### src/rtl/mem_sram_ctrl_if.sv
// MEM-stage request bus plus the external 16-bit asynchronous SRAM pins.
// The master side is the pipeline together with the SRAM device.
interface mem_sram_ctrl_if #(
    parameter int ADDR_W = 18
);
    logic              rd_en;
    logic              wr_en;
    logic [31:0]       address;
    logic [31:0]       write_data;
    logic [31:0]       read_data;
    logic              ready;
    logic              freeze;
    logic [ADDR_W-1:0] sram_addr;
    logic [15:0]       sram_dq_out;
    logic              sram_dq_oe;
    logic [15:0]       sram_dq_in;
    logic              sram_we_n;

    modport master (
        output rd_en, wr_en, address, write_data, sram_dq_in,
        input  read_data, ready, freeze, sram_addr, sram_dq_out, sram_dq_oe, sram_we_n
    );

    modport slave (
        input  rd_en, wr_en, address, write_data, sram_dq_in,
        output read_data, ready, freeze, sram_addr, sram_dq_out, sram_dq_oe, sram_we_n
    );
endinterface

### src/rtl/mem_sram_ctrl.sv
// Splits each 32-bit MEM-stage load/store into two 16-bit SRAM phases (low half
// first) and freezes the pipeline until the access completes.
module mem_sram_ctrl #(
    parameter int ADDR_W      = 18,
    parameter int WAIT_CYCLES = 2,
    parameter int BASE_ADDR   = 1024
) (
    input logic          clk,
    input logic          rst,
    mem_sram_ctrl_if.slave bus
);
    typedef enum logic [1:0] {IDLE, LO, HI, DONE} state_t;

    localparam logic [3:0] LAST_COUNT = 4'(WAIT_CYCLES - 1);

    state_t            state;
    state_t            state_next;
    logic [3:0]        counter;
    logic              is_store;
    logic [ADDR_W-2:0] word_q;
    logic [15:0]       data_hi_q;
    logic              request;
    logic              phase_last;
    logic              ready;
    logic [31:0]       req_offset;
    logic              unused_offset_bits;

    assign request    = bus.rd_en | bus.wr_en;
    assign phase_last = (counter == LAST_COUNT);
    // Modulo-2^32 offset; only the bits that land in a halfword address are kept.
    assign req_offset = bus.address - 32'(BASE_ADDR);
    assign unused_offset_bits = ^{req_offset[31:ADDR_W+1], req_offset[1:0]};

    assign bus.ready  = ready;
    assign bus.freeze = ~ready;

    // NOTE: state registers use non-blocking assignments so every flop samples
    // pre-edge values regardless of process ordering.
    always_ff @(posedge clk or posedge rst) begin
        if (rst) state <= IDLE;
        else     state <= state_next;
    end

    // NOTE: every output of this block gets a default first, so no path leaves
    // a variable unassigned and no latch is inferred.
    always_comb begin
        state_next = state;
        ready      = 1'b0;
        unique case (state)
            IDLE: begin
                ready = ~request;
                if (request) state_next = LO;
            end
            LO:      if (phase_last) state_next = HI;
            HI:      if (phase_last) state_next = DONE;
            DONE: begin
                ready      = 1'b1;
                state_next = IDLE;
            end
            default: state_next = IDLE;
        endcase
    end

    // SRAM pins are registered and loaded on entry to each phase so that
    // address, data and strobe stay stable for the whole phase.
    always_ff @(posedge clk or posedge rst) begin
        if (rst) begin
            counter         <= '0;
            is_store        <= 1'b0;
            word_q          <= '0;
            data_hi_q       <= '0;
            bus.read_data   <= '0;
            bus.sram_addr   <= '0;
            bus.sram_dq_out <= '0;
            bus.sram_dq_oe  <= 1'b0;
            bus.sram_we_n   <= 1'b1;
        end else begin
            unique case (state)
                IDLE: begin
                    counter <= '0;
                    if (request) begin
                        is_store        <= bus.wr_en;
                        word_q          <= req_offset[ADDR_W:2];
                        data_hi_q       <= bus.write_data[31:16];
                        bus.sram_addr   <= {req_offset[ADDR_W:2], 1'b0};
                        bus.sram_dq_out <= bus.write_data[15:0];
                        bus.sram_dq_oe  <= bus.wr_en;
                        bus.sram_we_n   <= ~bus.wr_en;
                    end
                end
                LO: begin
                    if (phase_last) begin
                        counter         <= '0;
                        bus.sram_addr   <= {word_q, 1'b1};
                        bus.sram_dq_out <= data_hi_q;
                        if (!is_store) bus.read_data[15:0] <= bus.sram_dq_in;
                    end else begin
                        counter <= counter + 4'd1;
                    end
                end
                HI: begin
                    if (phase_last) begin
                        counter        <= '0;
                        bus.sram_dq_oe <= 1'b0;
                        bus.sram_we_n  <= 1'b1;
                        if (!is_store) bus.read_data[31:16] <= bus.sram_dq_in;
                    end else begin
                        counter <= counter + 4'd1;
                    end
                end
                default: counter <= '0;
            endcase
        end
    end
endmodule

### src/flat_wrapper.sv
// flat-port wrapper written by rule: the top's interface ports become plain ports
module mem_sram_ctrl_flat 
#(
    parameter int ADDR_W      = 18,
    parameter int WAIT_CYCLES = 2,
    parameter int BASE_ADDR   = 1024
)
  (clk, rst, bus_rd_en, bus_wr_en, bus_address, bus_write_data, bus_sram_dq_in, bus_read_data, bus_ready, bus_freeze, bus_sram_addr, bus_sram_dq_out, bus_sram_dq_oe, bus_sram_we_n);
  mem_sram_ctrl_if #(.ADDR_W(ADDR_W)) bus_i ();
  input logic clk;
  input logic rst;
  input wire logic [$bits(bus_i.rd_en)-1:0] bus_rd_en;
  input wire logic [$bits(bus_i.wr_en)-1:0] bus_wr_en;
  input wire logic [$bits(bus_i.address)-1:0] bus_address;
  input wire logic [$bits(bus_i.write_data)-1:0] bus_write_data;
  input wire logic [$bits(bus_i.sram_dq_in)-1:0] bus_sram_dq_in;
  output wire logic [$bits(bus_i.read_data)-1:0] bus_read_data;
  output wire logic [$bits(bus_i.ready)-1:0] bus_ready;
  output wire logic [$bits(bus_i.freeze)-1:0] bus_freeze;
  output wire logic [$bits(bus_i.sram_addr)-1:0] bus_sram_addr;
  output wire logic [$bits(bus_i.sram_dq_out)-1:0] bus_sram_dq_out;
  output wire logic [$bits(bus_i.sram_dq_oe)-1:0] bus_sram_dq_oe;
  output wire logic [$bits(bus_i.sram_we_n)-1:0] bus_sram_we_n;
  assign bus_i.rd_en = bus_rd_en;
  assign bus_i.wr_en = bus_wr_en;
  assign bus_i.address = bus_address;
  assign bus_i.write_data = bus_write_data;
  assign bus_i.sram_dq_in = bus_sram_dq_in;
  assign bus_read_data = bus_i.read_data;
  assign bus_ready = bus_i.ready;
  assign bus_freeze = bus_i.freeze;
  assign bus_sram_addr = bus_i.sram_addr;
  assign bus_sram_dq_out = bus_i.sram_dq_out;
  assign bus_sram_dq_oe = bus_i.sram_dq_oe;
  assign bus_sram_we_n = bus_i.sram_we_n;
  mem_sram_ctrl #(.ADDR_W(ADDR_W), .WAIT_CYCLES(WAIT_CYCLES), .BASE_ADDR(BASE_ADDR)) u_core (.clk(clk), .rst(rst), .bus(bus_i));
endmodule
### config.mk
export PLATFORM = sky130hd
export DESIGN_NAME = mem_sram_ctrl_flat
export DESIGN_NICKNAME = d
export VERILOG_FILES = /design/src/rtl/mem_sram_ctrl_if.sv /design/src/rtl/mem_sram_ctrl.sv /design/src/flat_wrapper.sv
export SDC_FILE = /design/constraint.sdc
export NUM_CORES = 1
export LEC_CHECK = 0
export ABC_CLOCK_PERIOD_IN_PS = 10900
export CORE_UTILIZATION = 25
export CTS_BUF_LIST = sky130_fd_sc_hd__clkbuf_4 sky130_fd_sc_hd__clkbuf_8
export CTS_CLUSTER_SIZE = 8
export DETAILED_ROUTE_END_ITERATION = 8
export SYNTH_ARGS = -nofsm -noshare
export SYNTH_HDL_FRONTEND = slang
export SYNTH_SLANG_ARGS = --single-unit
export TNS_END_PERCENT = 100
### constraint.sdc
create_clock -name clk -period 10.9 [get_ports clk]
set_clock_uncertainty 0.15 [all_clocks]
set_input_delay 2.18 -clock clk [delete_from_list [all_inputs] [get_ports clk]]
set_output_delay 2.18 -clock clk [all_outputs]
set_load 0.02 [all_outputs]
==> metrics.txt <==
# TYPE chip_impl_metric gauge
chip_impl_metric{name="dp_hpwl",unit="mm"} 7.45
chip_impl_metric{name="vias_per_cell",unit=""} 4.38
chip_impl_metric{name="dieHeight",unit="um"} 138
chip_impl_metric{name="layout_cell_share_with_drive_strength_beyond_1",unit=""} 0.175
chip_impl_info{name="cp_launch_type",value="input port"} 1
chip_impl_metric{name="layout.cell_area.non_filler",unit="um2"} 6450
chip_impl_metric{name="arrival",unit="ns"} 4.30
chip_impl_metric{name="grt.total_usage",unit=""} 0.121
chip_impl_metric{name="grt_start_max_net_pins",unit=""} 67
chip_impl_metric{name="detailed_routed_wire_length_on_met2",unit="mm"} 5.26
chip_impl_metric{name="num_rows",unit=""} 49
chip_impl_metric{name="gp_congestion",unit=""} 0.737
chip_impl_metric{name="m1WireLength",unit="mm"} 4.94
chip_impl_metric{name="initial_standard_cell_utilization_of_the_core",unit=""} 0.257
chip_impl_metric{name="final-max-slew-violation-count",unit=""} 0
chip_impl_metric{name="static-leakage-power",unit="uW"} 0.00267
chip_impl_metric{name="areaGrowthSynthToFinish",unit="%"} 39.5
chip_impl_info{name="timing.critical_path.cells",value="clkdlybuf4s50_1 > nor3b_2 > nor2_1 > or2_2 > inv_1 > clkdlybuf4s50_1"} 1
chip_impl_metric{name="fillerInstances",unit=""} 1790
chip_impl_metric{name="numPortBuffers",unit=""} 138
chip_impl_info{name="rsz_0062_raised_after_global_routing",value="no"} 1
chip_impl_metric{name="ys_seq_area_frac",unit=""} 0.585
chip_impl_metric{name="fp.dieW",unit="um"} 138
chip_impl_metric{name="max_cap_viol_count",unit=""} 0
chip_impl_metric{name="met3WireLength",unit="um"} 399
chip_impl_metric{name="hold_fails_final_rpt",unit=""} 0
chip_impl_metric{name="ir_worst_vdd",unit="mV"} 0.174
chip_impl_metric{name="clock.fmax",unit="MHz"} 151
chip_impl_info{name="hold_path.startpoint",value="u_core.bus.sram_addr[2]$_DFFE_PP0P_"} 1
chip_impl_info{name="holdCritPathClass",value="flop to flop"} 1
chip_impl_info{name="outcome",value="finished, final reports clean"} 1
chip_impl_metric{name="synth_nets",unit=""} 464
chip_impl_metric{name="synth_top_area_share",unit=""} 0.579
chip_impl_info{name="cpLargestDelayFamily",value="buffers and inverters"} 1
chip_impl_metric{name="cts.sink_count",unit=""} 108
chip_impl_info{name="cp_slowest_cell",value="sky130_fd_sc_hd__clkdlybuf4s50_1"} 1
chip_impl_info{name="endpoint_type_of_the_worst_setup_path",value="output port"} 1
chip_impl_metric{name="wire_per_inst",unit="um"} 14.8
chip_impl_metric{name="grt-ovfl-total",unit=""} 0
chip_impl_info{name="post_synth_main_area_contributors",value="sky130_fd_sc_hd__dfrtp_1, sky130_fd_sc_hd__mux2_2, sky130_fd_sc_hd__mux2i_1"} 1
chip_impl_metric{name="synth_enable_flop_cells",unit=""} 0
chip_impl_metric{name="power-per-cell-area",unit="nW/um2"} 309
chip_impl_metric{name="critical_path_peak_fanout",unit=""} 8
chip_impl_metric{name="cts_hold_buffers",unit=""} 0
chip_impl_metric{name="cts_inserted_buffers",unit=""} 9
chip_impl_metric{name="route.vias.total",unit=""} 3237
chip_impl_metric{name="cts_post_setup_buffers_inserted",unit=""} 0
chip_impl_info{name="timing.rr.start",value="u_core.state[0]$_DFFE_PP0P_"} 1
chip_impl_info{name="clock_tree_from_tritoncts",value="built"} 1
chip_impl_metric{name="grt_antenna_before_repair",unit=""} 0
chip_impl_metric{name="drt.antenna.violating_nets",unit=""} 0
chip_impl_metric{name="worst_skew_pair.late_latency",unit="ns"} 0.39
chip_impl_info{name="cts.root.buffer_cell",value="sky130_fd_sc_hd__clkbuf_8"} 1
chip_impl_metric{name="post_cts_resized",unit=""} 0
chip_impl_info{name="synth_flop_cell",value="sky130_fd_sc_hd__dfrtp_1"} 1
chip_impl_metric{name="regToRegSetupSlack",unit="ns"} 8.04
chip_impl_metric{name="grt_pass1_vias",unit=""} 3531
chip_impl_metric{name="place_area",unit="um2"} 6210
chip_impl_metric{name="first_iter_violations",unit=""} 108
chip_impl_metric{name="synthesis.area_per_instance",unit="um2"} 12.4
chip_impl_metric{name="async_reset_ff_frac",unit=""} 1.00
chip_impl_metric{name="timing.reg2reg.worst_path_depth",unit=""} 5
chip_impl_info{name="critical_path_class",value="input port to output port"} 1
chip_impl_metric{name="core_area",unit="um2"} 18000
chip_impl_metric{name="synthesis.yosys.warnings",unit=""} 0
chip_impl_metric{name="rel_slew_slack",unit=""} 0.357
chip_impl_metric{name="setup_tns",unit="ns"} 0
chip_impl_metric{name="critPathRequiredTime",unit="ns"} 8.57
chip_impl_metric{name="final_nets",unit=""} 597
chip_impl_metric{name="fp.dieArea",unit="um2"} 19100
chip_impl_info{name="path_common_cell",value="sky130_fd_sc_hd__clkdlybuf4s50_1"} 1
chip_impl_metric{name="detailedRoute.firstPassIterationCount",unit=""} 4
chip_impl_metric{name="postSynthRegisterBits",unit=""} 108
chip_impl_metric{name="pnr_total_power",unit="uW"} 2000
chip_impl_metric{name="layout_min_cycle_time",unit="ns"} 6.63
chip_impl_metric{name="postSynthCellCount",unit=""} 372
chip_impl_metric{name="timing.critical_path.buf_inv",unit=""} 3
chip_impl_metric{name="clock_tree.buffer_depth",unit=""} 2
chip_impl_metric{name="routed_wirelength",unit="mm"} 10.9
chip_impl_metric{name="worst_slew_pin_slew",unit="ns"} 0.965
chip_impl_metric{name="post_synth_num_cell_types",unit=""} 38
chip_impl_metric{name="synthesis.area",unit="um2"} 4630
chip_impl_metric{name="post-route-period-util",unit=""} 0.608
chip_impl_metric{name="finalSetupViolations",unit=""} 0
chip_impl_info{name="setup.worst_path.start",value="bus_wr_en"} 1
chip_impl_info{name="hold_end",value="u_core.bus.sram_addr[2]$_DFFE_PP0P_"} 1
chip_impl_metric{name="first_pass_grt_wire_length",unit="mm"} 18.4
chip_impl_metric{name="critical_path.max_stage_delay",unit="ns"} 0.59
chip_impl_metric{name="holdPathStages",unit=""} 2
chip_impl_metric{name="worst_setup_hold_path_clk_slew",unit="ns"} 0.10
chip_impl_metric{name="cts.htree.levels",unit=""} 3
chip_impl_metric{name="drc",unit=""} 0
chip_impl_metric{name="design.portCount",unit=""} 154
chip_impl_info{name="netlist.top_cell.by_area",value="sky130_fd_sc_hd__dfrtp_1"} 1
chip_impl_info{name="maxUsedRoutingLayer",value="met4"} 1
chip_impl_info{name="r2r-end",value="u_core.bus.sram_dq_out[15]$_DFFE_PP0P_"} 1
chip_impl_metric{name="antenna_cells",unit=""} 0
## report_power, final
part / internal, uW / switching, uW
logic: 476 / 510
clock network: 155 / 145
registers: 605 / 104
## Yosys cell counts (2+ instances only)
cell type / n
sky130_fd_sc_hd__a21oi_1: 6
sky130_fd_sc_hd__o21ai_0: 29
sky130_fd_sc_hd__buf_2: 5
sky130_fd_sc_hd__buf_6: 6
sky130_fd_sc_hd__nand2_2: 2
sky130_fd_sc_hd__dfrtp_1: 107
sky130_fd_sc_hd__clkbuf_1: 5
sky130_fd_sc_hd__nor2_1: 13
sky130_fd_sc_hd__nand3_1: 6
sky130_fd_sc_hd__mux2_2: 59
sky130_fd_sc_hd__mux2i_1: 25
sky130_fd_sc_hd__o21ai_1: 12
sky130_fd_sc_hd__o211ai_1: 4
sky130_fd_sc_hd__inv_1: 8
sky130_fd_sc_hd__nand2_1: 47
sky130_fd_sc_hd__xnor2_1: 7
sky130_fd_sc_hd__ha_1: 8
sky130_fd_sc_hd__xor2_1: 2
sky130_fd_sc_hd__clkbuf_2: 2
## how the worst max path moves through the flow
stage	to	slack, ns	cells past startpoint
final	bus_ready	4.27	6
after global routing	bus_ready	4.15	6
after CTS	bus_ready	4.26	6
after detailed placement	bus_ready	4.26	6
after floorplan	bus_ready	5.42	4
after global placement	bus_ready	4.31	6
## layer usage
| metal | vias to the layer above | GRT usage |
|---|---|---|
| met5 | - | 0 |
| met3 | 21 | 0.0242 |
| met4 | 0 | 0.0688 |
| met2 | 79 | 0.202 |
| li1 | 1547 | - |
| met1 | 1590 | 0.146 |
## final cells by class
type / count / area [um2] / share of cell area
timing repair buffer: 141 / 1400 / 0.217
inverter: 8 / 32.5 / 0.00504
sequential: 108 / 2700 / 0.419
multi-input combinational: 237 / 1780 / 0.276
clock inverter: 7 / 123 / 0.0190
clock buffer: 9 / 124 / 0.0192
tap: 229 / 287 / 0.0444
## metrics by stage
| step | setup WS, ns | hold WS, ns | utilization | std cells |
|---|---|---|---|---|
| floorplan | 5.42 | 0.300 | - | 372 |
| global placement | 4.31 | 0.313 | 0.344 | 723 |
| detailed placement | 4.26 | 0.321 | 0.344 | 723 |
| CTS | 4.26 | 0.347 | 0.358 | 739 |
| global route | 4.15 | 0.368 | 0.358 | 739 |
| finish | 4.27 | 0.342 | 0.358 | 739 |
## cells in the final DEF (no fill, tap or decap), drive strengths merged, types with 2 or more instances in the layout
cell type      count
inv               10
nand3              6
o211ai             4
nor2              14
xor2               2
o21ai             41
mux2              59
clkdlybuf4s50    138
a21oi              6
nor3b              2
mux2i             25
nand2             49
buf                3
bufinv             3
dfrtp            107
ha                 8
xnor2              7
clkbuf             9
## worst register-to-register path, stage by stage, from the launching register on
cell	delay (ns)
sky130_fd_sc_hd__dfrtp_1	0.41
sky130_fd_sc_hd__inv_1	0.13
sky130_fd_sc_hd__ha_1	0.38
sky130_fd_sc_hd__nor3b_2	0.55
sky130_fd_sc_hd__a211o_2	0.83
sky130_fd_sc_hd__o21ai_0	0.27
## sequential cells by signal (all words and copies together) (netlist names)
name / cells
u_core.data_hi_q: 16
u_core.bus.sram_dq_out: 16
u_core.bus.sram_we_n: 1
u_core.bus.read_data: 32
u_core.is_store: 1
u_core.counter: 4
u_core.bus.sram_dq_oe: 1
u_core.bus.sram_addr: 18
u_core.state: 2
u_core.word_q: 17
## cells by family (layout without fill, tap and decap cells)
family                   Yosys count  count (layout)  share of synthesized area
XOR/XNOR                           9               9                     0.0170
buffers and inverters             27             165                     0.0335
AO/OA/AOI/OAI                     57              57                     0.0706
multiplexers                      84              84                      0.198
AND/OR/NAND/NOR                   79              79                     0.0749
flip-flops                       108             108                      0.585
adder cells (fa/ha/maj)            8               8                     0.0216
Power figures use the tool's default switching activity.
